File: config.mk
export PLATFORM = sky130hd
export DESIGN_NAME = led_pattern_sequencer
export DESIGN_NICKNAME = d
export VERILOG_FILES = /design/src/rtl/led_pattern_sequencer.sv
export SDC_FILE = /design/constraint.sdc
export NUM_CORES = 1
export LEC_CHECK = 0
export BUFFER_PORTS_ARGS = -buffer_cell sky130_fd_sc_hd__buf_2
export CAP_MARGIN = 40
export CORE_MARGIN = 8
export CORE_UTILIZATION = 60
export DETAILED_ROUTE_END_ITERATION = 8
export PLACE_DENSITY = 0.81
export SLEW_MARGIN = 20
export SYNTH_ARGS = -nofsm -noshare
export SYNTH_HDL_FRONTEND = slang
export SYNTH_SLANG_ARGS = --single-unit
File: constraint.sdc
create_clock -name csi_clk -period 6.5 [get_ports csi_clk]
set_clock_uncertainty 0.15 [all_clocks]
set_input_delay 0.975 -clock csi_clk [delete_from_list [all_inputs] [get_ports csi_clk]]
set_output_delay 0.975 -clock csi_clk [all_outputs]
set_load 0.005 [all_outputs]
File: src/rtl/led_pattern_sequencer.sv
// led_pattern_sequencer
// Holds up to eight 8-bit LED patterns and a step period loaded by the CPU over
// an Avalon-MM slave. When enabled, it writes each pattern in turn to the LED
// controller data register over an Avalon-MM master, pausing one period
// between steps. It loops continuously, or stops after one pass in oneshot mode.
module led_pattern_sequencer #(
   parameter logic [2:0] LED_ADDR = 3'd0
) (
   input  logic        csi_clk,
   input  logic        rsi_reset,
   input  logic        avs_s0_chipselect,
   input  logic [3:0]  avs_s0_address,
   input  logic        avs_s0_read,
   input  logic        avs_s0_write,
   input  logic [31:0] avs_s0_writedata,
   output logic [31:0] avs_s0_readdata,
   output logic [2:0]  avm_m0_address,
   output logic        avm_m0_write,
   output logic [31:0] avm_m0_writedata,
   input  logic        avm_m0_waitrequest
);

   localparam logic [3:0] ADDR_CTRL   = 4'd0;
   localparam logic [3:0] ADDR_PERIOD = 4'd1;
   localparam logic [3:0] ADDR_STATUS = 4'd2;
   localparam logic [3:0] ADDR_STEPS  = 4'd3;

   typedef enum logic [1:0] {
      ST_IDLE  = 2'd0,
      ST_WRITE = 2'd1,
      ST_WAIT  = 2'd2
   } state_t;

   // configuration and status registers
   logic        ctrl_enable_reg;
   logic        ctrl_oneshot_reg;
   logic [2:0]  ctrl_last_reg;
   logic [31:0] period_reg;
   logic        done_reg;
   logic [15:0] steps_reg;
   logic [7:0]  pat_reg [0:7];
   logic [7:0]  pat_we;

   // sequencer state
   state_t      state_reg, state_next;
   logic [2:0]  index_reg, index_next;
   logic [31:0] counter_reg, counter_next;
   logic        m_write_reg, m_write_next;
   logic [7:0]  m_pattern_reg, m_pattern_next;

   // handshakes between the CPU side and the sequencer
   logic        cfg_wr;
   logic        cfg_rd;
   logic        ctrl_wr;
   logic        accept;
   logic        done_set;
   logic        enable_clr;
   logic [2:0]  adv_index;
   logic [31:0] period_eff;

   assign cfg_wr  = avs_s0_chipselect & avs_s0_write;
   assign cfg_rd  = avs_s0_chipselect & avs_s0_read;
   assign ctrl_wr = cfg_wr && (avs_s0_address == ADDR_CTRL);

   // A write is accepted on any edge where it is presented and not stalled.
   assign accept = m_write_reg & ~avm_m0_waitrequest;

   // A period of 0 behaves like 1 so every step spends at least one cycle waiting.
   assign period_eff = (period_reg == 32'd0) ? 32'd1 : period_reg;

   // Index wraps when it reaches (or has been left beyond) the last index.
   assign adv_index = (index_reg >= ctrl_last_reg) ? 3'd0 : index_reg + 3'd1;

   assign avm_m0_address   = LED_ADDR;
   assign avm_m0_write     = m_write_reg;
   assign avm_m0_writedata = {24'h0, m_pattern_reg};

   // CTRL and PERIOD registers; a oneshot completion clears enable unless the CPU writes CTRL at the same edge
   always_ff @(posedge csi_clk or posedge rsi_reset) begin
      if (rsi_reset) begin
         ctrl_enable_reg  <= 1'b0;
         ctrl_oneshot_reg <= 1'b0;
         ctrl_last_reg    <= 3'd0;
         period_reg       <= 32'd0;
      end else begin
         if (ctrl_wr) begin
            ctrl_enable_reg  <= avs_s0_writedata[0];
            ctrl_oneshot_reg <= avs_s0_writedata[1];
            ctrl_last_reg    <= avs_s0_writedata[6:4];
         end else if (enable_clr) begin
            ctrl_enable_reg  <= 1'b0;
         end
         if (cfg_wr && (avs_s0_address == ADDR_PERIOD)) begin
            period_reg <= avs_s0_writedata;
         end
      end
   end

   // done flag: set by oneshot completion, cleared by re-enabling through CTRL
   always_ff @(posedge csi_clk or posedge rsi_reset) begin
      if (rsi_reset) begin
         done_reg <= 1'b0;
      end else if (ctrl_wr && avs_s0_writedata[0]) begin
         done_reg <= 1'b0;
      end else if (done_set) begin
         done_reg <= 1'b1;
      end
   end

   // STEPS counter of accepted master writes; a CPU clear beats a same-edge accept
   always_ff @(posedge csi_clk or posedge rsi_reset) begin
      if (rsi_reset) begin
         steps_reg <= 16'd0;
      end else if (cfg_wr && (avs_s0_address == ADDR_STEPS)) begin
         steps_reg <= 16'd0;
      end else if (accept) begin
         steps_reg <= steps_reg + 16'd1;
      end
   end

   // one pattern register per slot at word addresses 8..15
   generate
      for (genvar gi = 0; gi < 8; gi++) begin : g_pat
         assign pat_we[gi] = cfg_wr && avs_s0_address[3] && (avs_s0_address[2:0] == 3'(gi));

         // pattern slot storage
         always_ff @(posedge csi_clk or posedge rsi_reset) begin
            if (rsi_reset) begin
               pat_reg[gi] <= 8'h00;
            end else if (pat_we[gi]) begin
               pat_reg[gi] <= avs_s0_writedata[7:0];
            end
         end
      end
   endgenerate

   // sequencer state, step index, wait counter and the registered master outputs
   always_ff @(posedge csi_clk or posedge rsi_reset) begin
      if (rsi_reset) begin
         state_reg     <= ST_IDLE;
         index_reg     <= 3'd0;
         counter_reg   <= 32'd0;
         m_write_reg   <= 1'b0;
         m_pattern_reg <= 8'h00;
      end else begin
         state_reg     <= state_next;
         index_reg     <= index_next;
         counter_reg   <= counter_next;
         m_write_reg   <= m_write_next;
         m_pattern_reg <= m_pattern_next;
      end
   end

   // next-state logic; the pattern is fetched on entry to WRITE and held until accepted
   always_comb begin
      state_next     = state_reg;
      index_next     = index_reg;
      counter_next   = counter_reg;
      m_write_next   = m_write_reg;
      m_pattern_next = m_pattern_reg;
      done_set       = 1'b0;
      enable_clr     = 1'b0;
      case (state_reg)
         ST_IDLE: begin
            if (ctrl_enable_reg) begin
               index_next     = 3'd0;
               state_next     = ST_WRITE;
               m_write_next   = 1'b1;
               m_pattern_next = pat_reg[0];
            end
         end
         ST_WRITE: begin
            // a disable only takes effect once the pending write has been accepted
            if (accept) begin
               m_write_next = 1'b0;
               counter_next = period_eff - 32'd1;
               state_next   = ctrl_enable_reg ? ST_WAIT : ST_IDLE;
            end
         end
         ST_WAIT: begin
            if (!ctrl_enable_reg) begin
               state_next = ST_IDLE;
            end else if (counter_reg == 32'd0) begin
               if (ctrl_oneshot_reg && (index_reg >= ctrl_last_reg)) begin
                  state_next = ST_IDLE;
                  done_set   = 1'b1;
                  enable_clr = 1'b1;
               end else begin
                  index_next     = adv_index;
                  state_next     = ST_WRITE;
                  m_write_next   = 1'b1;
                  m_pattern_next = pat_reg[adv_index];
               end
            end else begin
               counter_next = counter_reg - 32'd1;
            end
         end
         default: begin
            state_next   = ST_IDLE;
            m_write_next = 1'b0;
         end
      endcase
   end

   // config read mux; returns zero unless a read is selected
   always_comb begin
      avs_s0_readdata = 32'd0;
      if (cfg_rd) begin
         if (avs_s0_address[3]) begin
            avs_s0_readdata = {24'h0, pat_reg[avs_s0_address[2:0]]};
         end else begin
            case (avs_s0_address)
               ADDR_CTRL:   avs_s0_readdata = {25'h0, ctrl_last_reg, 2'b00,
                                               ctrl_oneshot_reg, ctrl_enable_reg};
               ADDR_PERIOD: avs_s0_readdata = period_reg;
               ADDR_STATUS: avs_s0_readdata = {23'h0, done_reg, 1'b0, index_reg,
                                               3'b000, (state_reg != ST_IDLE)};
               ADDR_STEPS:  avs_s0_readdata = {16'h0, steps_reg};
               default:     avs_s0_readdata = 32'd0;
            endcase
         end
      end
   end

endmodule

# Yosys cells after proc, flatten, opt, wreduce, memory -nomap -nowiden
# Cells that the tools add are included.
# W data, S select, Z words.
[totals] regBits=164 inputBits=42 out_inout_bits=68 wordCells=128
[op_classes] addsub=4 order_cmp=3 n_eq_ne=19 muxes=48 n_bitwise=6 reduce_logical=29
[ops] cell="$mux W32" n=6
[ops] cell="$pmux W32 S4" n=1
[ops] cell="$logic_not A32 Y1" n=2
[ops] cell="$mux W8" n=8
[ops] cell="$pmux W32 S2" n=1
[ops] cell="$sub A32 B1 Y32 const B" n=2
[ops] cell="$bmux W8 S3" n=2
[ops] cell="$mux W16" n=2
[ops] cell="$add A16 B1 Y16 const B" n=1
[ops] cell="$pmux W8 S2" n=1
[ops] cell="$mux W3" n=5
[ops] cell="$logic_and A1 B1 Y1" n=14
[ops] cell="$mux W1" n=14
[ops] cell="$eq A3 B3 Y1 const B" n=4
[ops] cell="$ne A2 B2 Y1 const B" n=6
[ops] cell="$reduce_bool A2 Y1" n=6
[ops] cell="$mux W2" n=5
[ops] cell="$reduce_and A5 Y1" n=2
[ops] cell="$eq A4 B2 Y1 const B" n=2
[ops] cell="$ge A4 B4 Y1 const B" n=2
[ops] cell="$not A3 Y4" n=2
[ops] cell="$eq A3 B2 Y1 const B" n=2
[ops] cell="$pmux W2 S3" n=1
[ops] cell="$pmux W3 S2" n=1
[ops] cell="other kinds (15)" n=17

# Longest topological paths before layout
[depth] depth_word=10 depth_mapped=12 depth_no_buf=10

# Worst setup path before layout
# OpenSTA, ideal clock, no wires.
[synth_path] path_kind="input -> output" start="input port avs_s0_address[0]" end="output port avs_s0_readdata[2]" arrival_ns=2.564 required_ns=5.375 setup_slack_ns=2.811 stages=5 path_buffers=3 path_cell_list="clkbuf_1 > buf_1 > clkbuf_1 > nand4_1 > o22ai_1"
[synth_between] elab_chain_len=6 elab_cells_between_ends=11 cone_classes="eq/ne (3); mux (6); bitwise (1); reduce/logical (1)"
[synth_rtl] element="start, declared" line_no="12" source="input logic [3:0] avs_s0_address,"
[synth_rtl] element="$not A3 Y4 (not written as such)" line_no="210" source="avs_s0_readdata = {24'h0, pat_reg[avs_s0_address[2:0]]};"
[synth_rtl] element="$bmux W8 S3" line_no="210"
[synth_rtl] element="$mux W8 (not written as such) (2 in a row)" line_no="210"
[synth_rtl] element="$mux W32 (*)" line_no="209" source="if (avs_s0_address[3]) begin"
[synth_rtl] element="$mux W32 (*)" line_no="208" source="if (cfg_rd) begin"
[synth_rtl] element="end, declared" line_no="16" source="output logic [31:0] avs_s0_readdata,"
# Mark *: on every way between the ends. The rest lies on a longest branch, timed or not. The select of a mux whose other input is x is not followed.

# Worst setup path after layout
[layout_path] start="input port avs_s0_address[2]" end="output port avs_s0_readdata[28]"
[layout_between] elab_chain_len=4 elab_cells_between_ends=7 cone_classes="eq/ne (3); mux (3); reduce/logical (1)"
[layout_rtl] element="$eq A4 B2 Y1, or another cell as far along" line_no="212" source="case (avs_s0_address)"
[layout_rtl] element="$pmux W32 S4 (*)" line_no="212"
[layout_rtl] element="$mux W32 (*)" line_no="209"
[layout_rtl] element="$mux W32 (*)" line_no="208"
# Mark *: on every way between the ends. The rest lies on a longest branch, timed or not.

==> flow_summary.json <==
{
  "outcome": "completed",
  "dpl_cell_area_sq_um": 10400,
  "max_freq_ghz": 0.253,
  "drtPass1Iterations": 6,
  "fin_nets": 1119,
  "setup_tns_ns": 0,
  "r2r-start": "state_reg[0]",
  "via_per_inst": 6.43,
  "fin_crit_sh_pct": 60.8,
  "synth_edf_count": 0,
  "clkTransAtPathRegs_ns": 0.07,
  "grt_usage_pct": 27.6,
  "crit_end": "avs_s0_readdata[28]",
  "yosysSeqAreaShare_pct": 41.7,
  "grt_pass1_wl_um": 44400,
  "p_sw_mw": 1.33,
  "syn_avg_cell_area_sq_um": 9.80,
  "critPathMaxStageDelay_ns": 0.44,
  "clock_latency_ns": 0.44,
  "slew_headroom_pct": 46.0,
  "cp-startpoint": "avs_s0_address[2]",
  "vias": 8388,
  "r2r_setup_slack_ns": 2.70,
  "required_ns": 5.37,
  "crit_type": "in -> out",
  "period_minus_slack_ns": 3.95,
  "ios": 110,
  "antenna_found_initial": 0,
  "cts-resized-gates": 0,
  "overflow": 0,
  "rsz0062_at_grt": "false",
  "pwr-share-clk_pct": 27.6,
  "initial_core_util_pct": 60.4,
  "drc_errors": 0,
  "critical_path_arrival_ns": 2.83,
  "yosysUniqueCellTypes": 68,
  "areaGrowthSynthToFinish_pct": 12.0,
  "clock_sink_count": 164,
  "dpl.hpwl_um": 19100,
  "slowest_stage": "nor2_1",
  "io_buffers": 82,
  "core_area_sq_um": 16300,
  "gp_congestion": 0.921,
  "drt-total-wl_um": 27600,
  "power_per_cell_area_nw_per_um2": 328,
  "comb_power_share_pct": 27.5,
  "n_antenna_cell": 0,
  "die_x_um": 144,
  "critPathLaunchType": "input pin",
  "async_flop_share_pct": 100,
  "r2r_end": "counter_reg[28]",
  "drive_gt1_share_pct": 25.9,
  "swShare_pct": 36.7,
  "tritoncts": "done",
  "intPower_mw": 2.29,
  "hold_class": "reg -> reg",
  "vdd_drop_max_mv": 0.252,
  "synth_flop_cell": "dfrtp_1",
  "drt_iter0_markers": 931,
  "worstPathMaxFanout": 13,
  "largest_reg_flops": 64,
  "slew_violations": 0,
  "r2r_cells": 9,
  "cap_violations": 0,
  "rows": 47,
  "syn_inst": 1005,
  "fin_area_sq_um": 11000,
  "die-area_sq_um": 20800,
  "ant_nets": 0,
  "grt_max_degree": 52,
  "synth_warnings": 0,
  "syn_area_sq_um": 9850,
  "total_power_mw": 3.62,
  "ys_ff_latch": 164,
  "cts_buffers": 17,
  "first_global_vias": 8288,
  "die_h_um": 144,
  "post_drt_wl_per_cell_um": 21.2,
  "cts_max_path_buffers": 2,
  "worstMarginPinSlew_ns": 0.811,
  "ctsRootBufferMaster": "clkbuf_16",
  "cts_setup_buffers": 0,
  "hold-worst-slack_ns": 0.345,
  "power.leakage_nw": 5.03,
  "hold_viol_final": 0,
  "setup_viol": 0,
  "power_frac_seq_pct": 44.9,
  "critPathCaptureType": "primary output",
  "crit_path_cell_trace": "buf_2 -> nor2_1 -> nand3_1 -> nor2_1 -> buf_4 -> and2_1 -> buf_2",
  "cts_hold_buffers": 0,
  "htreeDepth": 4
}
[logic make-up (layout without fill, tap and decap cells)]
| logic type | after synthesis | count (layout) | share of synthesized area, % |
|---|---|---|---|
| buffers and inverters | 99 | 152 | 5.05 |
| xor gates and xnor gates | 18 | 18 | 1.60 |
| DFF | 164 | 164 | 41.7 |
| muxes | 174 | 174 | 21.5 |
| other | 1 | 27 | 0.0381 |
| and+or+nand+nor | 369 | 369 | 17.9 |
| adders and majority gates | 6 | 6 | 0.762 |
| AOI/OAI and AO/OA | 174 | 174 | 11.5 |
[layout make-up]
| cell class | count | area, sq um |
|---|---|---|
| multi-input combinational | 768 | 5350 |
| fill | 1246 | 5260 |
| sequential | 164 | 4100 |
| timing repair buffer | 105 | 644 |
| clock buffer | 17 | 425 |
| tap | 220 | 275 |
| clock inverter | 15 | 161 |
| inverter | 15 | 61.3 |
[worst max-delay path: cells and delay by family]
kind / cells / cell delay, ns
buffers and inverters: 3 / 0.61
and+or+nand+nor: 4 / 1.24
[synthesized netlist by cell type (all sizes together) (16+ instances only)]
cell type    n  area (sq um)
a21oi       51           255
mux4        19           428
mux2       110          1240
nand2       66           248
clkbuf      43           161
nor2       154           581
nand3       26           130
o22ai       22           138
nor3        27           146
mux2i       45           450
and2        21           131
buf         41           279
o21ai       36           180
nor4        16           113
dfrtp      164          4100
[metal layers]
metal,track usage [%],vias to the layer above,part of all wire [%]
met3,5.65,134,7.7
li1,-,3736,-
met2,45.5,462,50
met1,33.0,4056,37
met4,16.2,0,5.5
met5,0,-,0
[stage by stage]
step / std cells / setup WS, ns / utilization, %
3_5_place_dp: 1270 / 2.52 / 63.9
3_3_place_gp: 1258 / 2.28 / 63.1
5_1_grt: 1304 / 2.46 / 67.7
2_1_floorplan: 1031 / 0.942 / -
6_report: 1304 / 2.55 / 67.7
4_1_cts: 1302 / 2.54 / 67.5
[power by group through the flow]
stage                     Clock (mW)  Combinational, mW  Sequential [mW]
final                          0.997              0.997             1.62
after global routing            1.05               1.11             1.65
after CTS                       1.01              0.989             1.61
after detailed placement           0              0.981             1.62
after global placement             0              0.940             1.61
after floorplan                    0              0.770             1.51
[how the worst min path moves through the flow]
stage / end / depth (start not counted) / start / slack, ns
global route: ctrl_oneshot_reg / 2 / ctrl_oneshot_reg / 0.39
finish: ctrl_oneshot_reg / 2 / ctrl_oneshot_reg / 0.34
floorplan: ctrl_oneshot_reg / 2 / ctrl_oneshot_reg / 0.31
detailed placement: ctrl_oneshot_reg / 2 / ctrl_oneshot_reg / 0.33
global placement: ctrl_oneshot_reg / 2 / ctrl_oneshot_reg / 0.33
CTS: ctrl_oneshot_reg / 2 / ctrl_oneshot_reg / 0.35
[layout by cell type (no fill, tap or decap), types with 10 or more instances in the layout]
cell type	netlist	layout
and2_1	21	21
nand3_1	26	26
and3_1	11	11
mux2_2	110	110
clkbuf_16	0	17
buf_2	4	83
buf_4	28	17
nand2_1	66	66
inv_1	15	14
conb_1	1	27
nor4_1	14	14
nor3_1	26	26
nor2_1	153	152
mux2i_1	45	45
o21ai_0	36	36
mux4_2	19	19
a21oi_1	51	51
o22ai_1	22	22
dfrtp_1	164	164
nand4_1	10	10
xor2_1	15	15
Power figures use the tool's default switching activity.
